## config.mk

```make
export PLATFORM = sky130hd
export DESIGN_NAME = pr_elastic_stage
export DESIGN_NICKNAME = d
export VERILOG_FILES = /design/src/rtl/pr_elastic_stage_pkg.sv /design/src/rtl/pr_elastic_stage_stall_counter.sv /design/src/rtl/pr_elastic_stage.sv
export SDC_FILE = /design/constraint.sdc
export NUM_CORES = 1
export LEC_CHECK = 0
export ABC_AREA = 1
export BUFFER_PORTS_ARGS = -buffer_cell sky130_fd_sc_hd__clkbuf_2
export CAP_MARGIN = 20
export CORE_MARGIN = 4
export CORE_UTILIZATION = 49
export DETAILED_ROUTE_END_ITERATION = 10
export PLACE_DENSITY_LB_ADDON = 0.08
export SLEW_MARGIN = 5
export SYNTH_ARGS = -nofsm -noshare
export SYNTH_HDL_FRONTEND = slang
export SYNTH_SLANG_ARGS = --single-unit
```

## constraint.sdc

```tcl
create_clock -name CLK -period 1.4 [get_ports CLK]
set_input_delay 0.21 -clock CLK [delete_from_list [all_inputs] [get_ports CLK]]
set_output_delay 0.21 -clock CLK [all_outputs]
set_load 0.03 [all_outputs]
```

## src/rtl/pr_elastic_stage_pkg.sv

```systemverilog
// Shared definitions for the elastic pipeline stage registers: state encoding,
// default widths and control-field offsets used by the per-stage packers.
package pr_pkg;

  localparam int unsigned DATA_WIDTH_DEF = 128;
  localparam int unsigned CTRL_WIDTH_DEF = 16;
  localparam int unsigned CNT_WIDTH_DEF  = 32;

  localparam logic [1:0] S_EMPTY = 2'd0;
  localparam logic [1:0] S_FULL  = 2'd1;
  localparam logic [1:0] S_SKID  = 2'd2;

  typedef enum logic [1:0] {
    ST_EMPTY = S_EMPTY,
    ST_FULL  = S_FULL,
    ST_SKID  = S_SKID
  } pr_state_e;

  // Control payload layout; packers place fields at these offsets.
  localparam int unsigned CTRL_REG_WE_BIT  = 0;
  localparam int unsigned CTRL_FREG_WE_BIT = 1;
  localparam int unsigned CTRL_MEM_RD_LSB  = 2;
  localparam int unsigned CTRL_MEM_RD_W    = 3;
  localparam int unsigned CTRL_MEM_WR_LSB  = 5;
  localparam int unsigned CTRL_MEM_WR_W    = 2;
  localparam int unsigned CTRL_WB_SEL_LSB  = 7;
  localparam int unsigned CTRL_WB_SEL_W    = 2;

  typedef struct packed {
    logic       in_ready;
    logic       out_valid;
    logic [1:0] occupancy;
  } pr_flags_t;

  // Handshake flags presented while resident in a given state.
  function automatic pr_flags_t state_flags(input pr_state_e s);
    pr_flags_t f;
    f = '{in_ready: 1'b1, out_valid: 1'b0, occupancy: 2'd0};
    case (s)
      ST_FULL: f = '{in_ready: 1'b1, out_valid: 1'b1, occupancy: 2'd1};
      ST_SKID: f = '{in_ready: 1'b0, out_valid: 1'b1, occupancy: 2'd2};
      default: f = '{in_ready: 1'b1, out_valid: 1'b0, occupancy: 2'd0};
    endcase
    return f;
  endfunction

endpackage

```

## src/rtl/pr_elastic_stage_stall_counter.sv

```systemverilog
// Wrap-around event counter with synchronous clear, used for stall profiling.
module pr_stall_counter #(
  parameter int unsigned CNT_WIDTH = 32
) (
  input  logic                 CLK,
  input  logic                 CLR,
  input  logic                 EN,
  output logic [CNT_WIDTH-1:0] COUNT
);

  always_ff @(posedge CLK) begin
    if (CLR)
      COUNT <= '0;
    else if (EN)
      COUNT <= COUNT + CNT_WIDTH'(1);
  end

endmodule

```

## src/rtl/pr_elastic_stage.sv

```systemverilog
// Handshaked pipeline register with a 2-entry skid buffer, flush-to-bubble and
// a stall-cycle counter. IN_READY is a pure function of registered state.
module pr_elastic_stage
  import pr_pkg::*;
#(
  parameter int unsigned DATA_WIDTH = DATA_WIDTH_DEF,
  parameter int unsigned CTRL_WIDTH = CTRL_WIDTH_DEF,
  parameter int unsigned CNT_WIDTH  = CNT_WIDTH_DEF
) (
  input  logic                  CLK,
  input  logic                  RESET,
  input  logic                  FLUSH,
  input  logic                  IN_VALID,
  input  logic [DATA_WIDTH-1:0] IN_DATA,
  input  logic [CTRL_WIDTH-1:0] IN_CTRL,
  output logic                  IN_READY,
  output logic                  OUT_VALID,
  output logic [DATA_WIDTH-1:0] OUT_DATA,
  output logic [CTRL_WIDTH-1:0] OUT_CTRL,
  input  logic                  OUT_READY,
  output logic [1:0]            OCCUPANCY,
  output logic [CNT_WIDTH-1:0]  STALL_CNT
);

  pr_state_e             state_q;
  pr_flags_t             flags_q;
  logic [DATA_WIDTH-1:0] main_data_q;
  logic [CTRL_WIDTH-1:0] main_ctrl_q;
  logic [DATA_WIDTH-1:0] skid_data_q;
  logic [CTRL_WIDTH-1:0] skid_ctrl_q;
  logic                  in_fire;
  logic                  out_fire;
  logic                  stall_en;

  assign in_fire  = IN_VALID & flags_q.in_ready;
  assign out_fire = flags_q.out_valid & OUT_READY;
  assign stall_en = flags_q.out_valid & ~OUT_READY;

  assign IN_READY  = flags_q.in_ready;
  assign OUT_VALID = flags_q.out_valid;
  assign OCCUPANCY = flags_q.occupancy;
  assign OUT_DATA  = main_data_q;
  assign OUT_CTRL  = main_ctrl_q;

  // State, flags and payload registers; flags always track the next state.
  always_ff @(posedge CLK) begin
    if (RESET) begin
      state_q     <= ST_EMPTY;
      flags_q     <= state_flags(ST_EMPTY);
      main_data_q <= '0;
      main_ctrl_q <= '0;
      skid_data_q <= '0;
      skid_ctrl_q <= '0;
    end else if (FLUSH) begin
      state_q     <= ST_EMPTY;
      flags_q     <= state_flags(ST_EMPTY);
      main_ctrl_q <= '0;
      skid_ctrl_q <= '0;
    end else begin
      case (state_q)
        ST_EMPTY: begin
          if (in_fire) begin
            main_data_q <= IN_DATA;
            main_ctrl_q <= IN_CTRL;
            state_q     <= ST_FULL;
            flags_q     <= state_flags(ST_FULL);
          end
        end
        ST_FULL: begin
          if (in_fire && out_fire) begin
            main_data_q <= IN_DATA;
            main_ctrl_q <= IN_CTRL;
          end else if (in_fire) begin
            skid_data_q <= IN_DATA;
            skid_ctrl_q <= IN_CTRL;
            state_q     <= ST_SKID;
            flags_q     <= state_flags(ST_SKID);
          end else if (out_fire) begin
            main_ctrl_q <= '0;
            state_q     <= ST_EMPTY;
            flags_q     <= state_flags(ST_EMPTY);
          end
        end
        ST_SKID: begin
          if (out_fire) begin
            main_data_q <= skid_data_q;
            main_ctrl_q <= skid_ctrl_q;
            skid_ctrl_q <= '0;
            state_q     <= ST_FULL;
            flags_q     <= state_flags(ST_FULL);
          end
        end
        default: begin
          main_ctrl_q <= '0;
          skid_ctrl_q <= '0;
          state_q     <= ST_EMPTY;
          flags_q     <= state_flags(ST_EMPTY);
        end
      endcase
    end
  end

  pr_stall_counter #(
    .CNT_WIDTH(CNT_WIDTH)
  ) u_stall_counter (
    .CLK  (CLK),
    .CLR  (RESET),
    .EN   (stall_en),
    .COUNT(STALL_CNT)
  );

endmodule

```

### Word-level counts from Yosys, hierarchy flattened

Cells that the tools add are included.

* add/sub/neg operators: 1
* equality and inequality tests: 10
* mux-type cells: 24
* bitwise operators: 7
* reduce and logical (&&, ||, !) cells: 9

Operator list (number)
* 128-bit 2-to-1 mux: 3
* 128-bit one-hot mux with 3 select lines: 1
* 16-bit 2-to-1 mux: 6
* 16-bit one-hot mux with 3 select lines: 2
* 32-bit by 1-bit adder with 32-bit output (second input constant): 1
* 4-bit 2-to-1 mux: 5
* 4-bit AND reduction: 4
* 4-bit one-hot mux with 3 select lines: 1
* 2-bit 2-to-1 mux: 5
* 2-bit inequality test (second input constant): 5
* 3-bit inequality test (second input constant): 3
* 2-bit one-hot mux with 3 select lines: 1
* 5-bit AND reduction: 1
* 1-bit NOT: 4
* 1-bit AND: 3
* 3-bit nonzero test: 1
* 2-bit by 1-bit == test with 1-bit output (second input constant): 1
* 2-bit == test (second input constant): 1
* 2-bit zero test: 1
* 2-bit OR reduction: 1
* 1-bit logical AND: 1

* register bits: 326
* input port bits: 149
* output and inout bits: 180

### Logic depth before layout (Yosys ltp)

* depth in word-level cells: 5
* gate-level depth with buffers: 10
* depth with buffers taken out: 9

### Hierarchy

From an unflattened synthesis, not the netlist that was laid out.

* cells, all modules: 2262
* area total of the unflattened synthesis: 14684.1 um^2

Modules (own cells, without submodules)
* pr_elastic_stage: instances 1, cells an instance 1993, area an instance 12883.6 um^2, sequential area each 5845.6 um^2
* pr_stall_counter: instances 1, cells an instance 269, area an instance 1800.5 um^2, sequential area each 640.6 um^2

### Worst setup path before layout

No wires, ideal clock.

* path kind: register to register
* from: reg u_stall_counter.COUNT[1]
* to: reg u_stall_counter.COUNT[16]
* library setup time: 0.116 ns
* arrival: 1.625 ns
* path slack: -0.341 ns
* cell stages (with the launch flop): 9
* cells stage by stage: dfxtp_1 > ha_1 > nand3_1 > nor2_1 > nand2_1 > nor2_1 > nand2_1 > o21ai_0 > nor2_1

* longest elaborated chain between the ends: 1

Ends and longest elaborated chain
* start: declaration: line pr_elastic_stage_stall_counter.sv:8 `output logic [CNT_WIDTH-1:0] COUNT`
* start signal: assignment: line pr_elastic_stage_stall_counter.sv:15 `COUNT <= COUNT + CNT_WIDTH'(1);`
* 32-bit by 1-bit adder with 32-bit output: line pr_elastic_stage_stall_counter.sv:15

Every way passes these cells.
A chain may end at the register's enable or synchronous reset.

### Worst setup path in the final report

* from: reg state_q[0]
* to: reg main_data_q[18], in the netlist OUT_DATA[18]

* longest elaborated chain between the ends: 3
* elaborated cells on any way between the ends: 9
* classes of those cells: 5 x eq/ne; 1 x mux; 3 x reduce/logical

Ends and longest elaborated chain
* start: declaration: line pr_elastic_stage.sv:25 `pr_state_e state_q;`
* start signal: assignment: line pr_elastic_stage.sv:48 `state_q <= ST_EMPTY;`
* start signal: assignment: line pr_elastic_stage.sv:55 `state_q <= ST_EMPTY;`
* start signal: assignment: line pr_elastic_stage.sv:65 `state_q <= ST_FULL;`
* 2-bit by 1-bit == test with 1-bit output (tied with other cells): line pr_elastic_stage.sv:60 `case (state_q)`
* 2-bit inequality test (no source line) or 3-bit nonzero test (tied branches)
* 5-bit AND reduction (no source line)
* end signal: assignment: line pr_elastic_stage.sv:86 `main_data_q <= skid_data_q;`
* end: declaration: line pr_elastic_stage.sv:27 `logic [DATA_WIDTH-1:0] main_data_q;`

Parallel ways exist; a longest one is shown, timed or not.

==> results.json <==
{
  "drv_slew": 0,
  "antenna_found_initial": 2,
  "synth_edf_count": 0,
  "final_antenna_net_count": 0,
  "drive_gt1_share_pct": 37.5,
  "synth_warnings": 0,
  "clk_latency_ns": 0.52,
  "dp.cells": 2673,
  "dp_hpwl_um": 27900,
  "die_h_um": 178,
  "syn_nets": 2160,
  "violations": "negative hold slack, negative setup slack",
  "synthToLayoutAreaGrowth_pct": 58.9,
  "ys.flop_type": "dfxtp_1",
  "clock-sinks": 324,
  "finalCriticalPeriod_ns": 1.61,
  "regToRegEndpoint": "OUT_DATA[18]$_SDFFE_PP0P_",
  "start_util_pct": 49.6,
  "critPathRequiredTime_ns": 1.77,
  "irDropWorstVdd_v": 0.00118,
  "io_buffer_count": 328,
  "io_pins": 329,
  "endpoint_kind": "flop",
  "hold_viol": 6,
  "wire_per_inst_um": 18.8,
  "ys_seq_area_share_pct": 45.6,
  "drt-total-wl_um": 55300,
  "final_nets": 2682,
  "slew_headroom_pct": 58.3,
  "path_class": "flop to flop",
  "tritoncts": "yes",
  "synth_common_cells": "486 x nand2_1, 324 x dfxtp_1, 233 x nor2_1",
  "hold_end": "skid_data_q[34]$_SDFFE_PP0P_",
  "cap_violations": 0,
  "grt_use_total_pct": 28.1,
  "htreeDepth": 2,
  "ys_types": 25,
  "clk_pin_slew_ns": 0.06,
  "power_leakage_nw": 9.74,
  "synth_area_um2": 14200,
  "setup_viol": 309,
  "rrSetupSlack_ns": -0.21,
  "power.density_nw_per_um2": 1040,
  "finalWeightedCongestion": 0.841,
  "synth_top_cell_area_share_pct": 45.6,
  "worst-path-max-fanout": 10,
  "status": "finished, violations left",
  "crit_path_start_kind": "flop",
  "fp.dieW_um": 178,
  "r2r_start": "state_q[0]$_SDFFE_PP0P_",
  "r2r.worst_path.cells": 9,
  "hold_slack_ns": -0.0113,
  "grt_max_degree": 95,
  "grt_first_pass_wirelength_um": 73500,
  "die_area_um2": 31800,
  "rsz0062_at_grt": "yes",
  "cts_buffers": 36,
  "holdPathStages": 3,
  "setup_slack_ns": -0.209,
  "fin_worst_skew_ns": 0.0186,
  "vias": 16300,
  "layout.cells.non_filler": 2945,
  "min_path_type": "input port to flop",
  "clockBufferDepth": 3,
  "cts_root_buf": "clkbuf_16",
  "placementRows": 62,
  "grt_pass1_vias": 14100,
  "hp-start": "IN_DATA[34]",
  "max_freq_mhz": 621,
  "tns_ns": -37.86,
  "syn_inst": 2010,
  "drtIter0Drc": 1317,
  "viasPerCell": 5.54,
  "drt_first_pass_iters": 6,
  "netlist_top_cells_area": "dfxtp_1 46%, nand2_1 13%, a21oi_1 7.5%, o21ai_0 7.2%, nand3_1 6.5%",
  "grt_overflow": 0,
  "ys_ff_latch": 324,
  "synth_area_per_cell_um2": 7.08,
  "critPathArrivalTime_ns": 1.98,
  "post-route-period-util_pct": 115,
  "synth.most_common_cell": "nand2_1",
  "finalPower_mw": 23.6,
  "core_area_um2": 28700,
  "yosys.area.top_type": "dfxtp_1",
  "drc": 0,
  "ys_async_sr_fraction_pct": 0,
  "tightest_slew_ns": 0.626
}
[cell families after synthesis]
kind of cell	count (synthesis)	share of synthesized area, %
simple gates	988	30.6
compound gates	431	15.5
flops	324	45.6
buf+inv	262	7.96
xor+xnor	4	0.246
fa+ha+maj	1	0.0879
[metal layers]
layer | GRT usage [%] | share of wire [%]
met4 | 10.4 | 5.0
met2 | 46.6 | 48
met3 | 4.90 | 8.1
met1 | 36.9 | 39
met5 | 0 | 0
[worst max path at each step]
| stage | startpoint | end | slack, ns | cells past startpoint |
|---|---|---|---|---|
| after floorplan | state_q[1]$_SDFFE_PP0P_ | OUT_DATA[40]$_SDFFE_PP0P_ | -0.04 | 9 |
| after global placement | state_q[0]$_SDFFE_PP0P_ | OUT_CTRL[10]$_SDFFE_PP0P_ | -0.16 | 8 |
| after detailed placement | state_q[0]$_SDFFE_PP0P_ | OUT_CTRL[1]$_SDFFE_PP0P_ | -0.22 | 8 |
| after CTS | state_q[1]$_SDFFE_PP0P_ | OCCUPANCY[1] | -0.14 | 3 |
| after global routing | state_q[0]$_SDFFE_PP0P_ | OUT_DATA[18]$_SDFFE_PP0P_ | -0.26 | 9 |
| final | state_q[0]$_SDFFE_PP0P_ | OUT_DATA[18]$_SDFFE_PP0P_ | -0.21 | 9 |
[stage by stage]
stage	hold slack [ns]	setup WS (ns)	util [%]	cell area [um^2]
6_report	-0.0113	-0.209	78.8	22600
5_1_grt	0.000654	-0.262	78.8	22600
3_3_place_gp	0.430	-0.157	59.1	17000
3_5_place_dp	0.437	-0.224	59.1	17000
4_1_cts	0.000279	-0.138	70.0	20100
2_1_floorplan	0.335	-0.0381	-	14400
[worst max-delay path, cell delays in order, from the launching register on]
cell       delay (ns)
dfxtp_4          0.38
inv_4            0.08
nand3_4          0.10
nand2_4          0.06
a21oi_4          0.18
buf_12           0.19
nand2_8          0.12
clkbuf_16        0.20
nand2_1          0.07
a21oi_1          0.07
[flip-flops by register name, summed over array words and instances, names as in the netlist]
register and count:
u_stall_counter.COUNT 32, IN_READY 1, OUT_DATA 128, skid_data_q 128, skid_ctrl_q 16, state_q 2, OUT_CTRL 16, OUT_VALID 1
[report_power, final]
group / internal [mW] / switching, mW
registers: 9.56 / 0.254
logic: 1.82 / 2.55
clock network: 5.52 / 3.86
total: 16.9 / 6.66
[repair_timing]
action                                  in CTS  in global routing
endpoints found under the setup margin     325                338
resized for setup                          106                486
hold buffers                               114                  2
buffers inserted                            16                 10
pin swaps                                    9                 71
gates cloned                                14                 50
hold endpoints to repair                   114                  2
[area by class of cell]
class                      instances  area [um^2]
antenna                            3         7.51
clock buffer                      55         1080
clock inverter                     9         70.1
fill                            1961         6090
inverter                         111          464
multi-input combinational       1427         8140
sequential                       324         6540
tap                              384          480
timing repair buffer             630         5790
timing repair inverter             2         32.5
[cells in the final DEF (no fill, tap or decap), drive strengths merged]
cell type	instances
a21oi	223
buf	157
bufbuf	2
bufinv	1
clkbuf	410
clkinv	12
clkinvlp	1
dfxtp	324
diode	3
dlygate4sd3	116
ha	1
inv	108
nand2	490
nand3	235
nand4	11
nor2	234
nor3	4
nor3b	17
o21a	3
o21ai	205
xor2	4
Power figures use the tool's default switching activity.
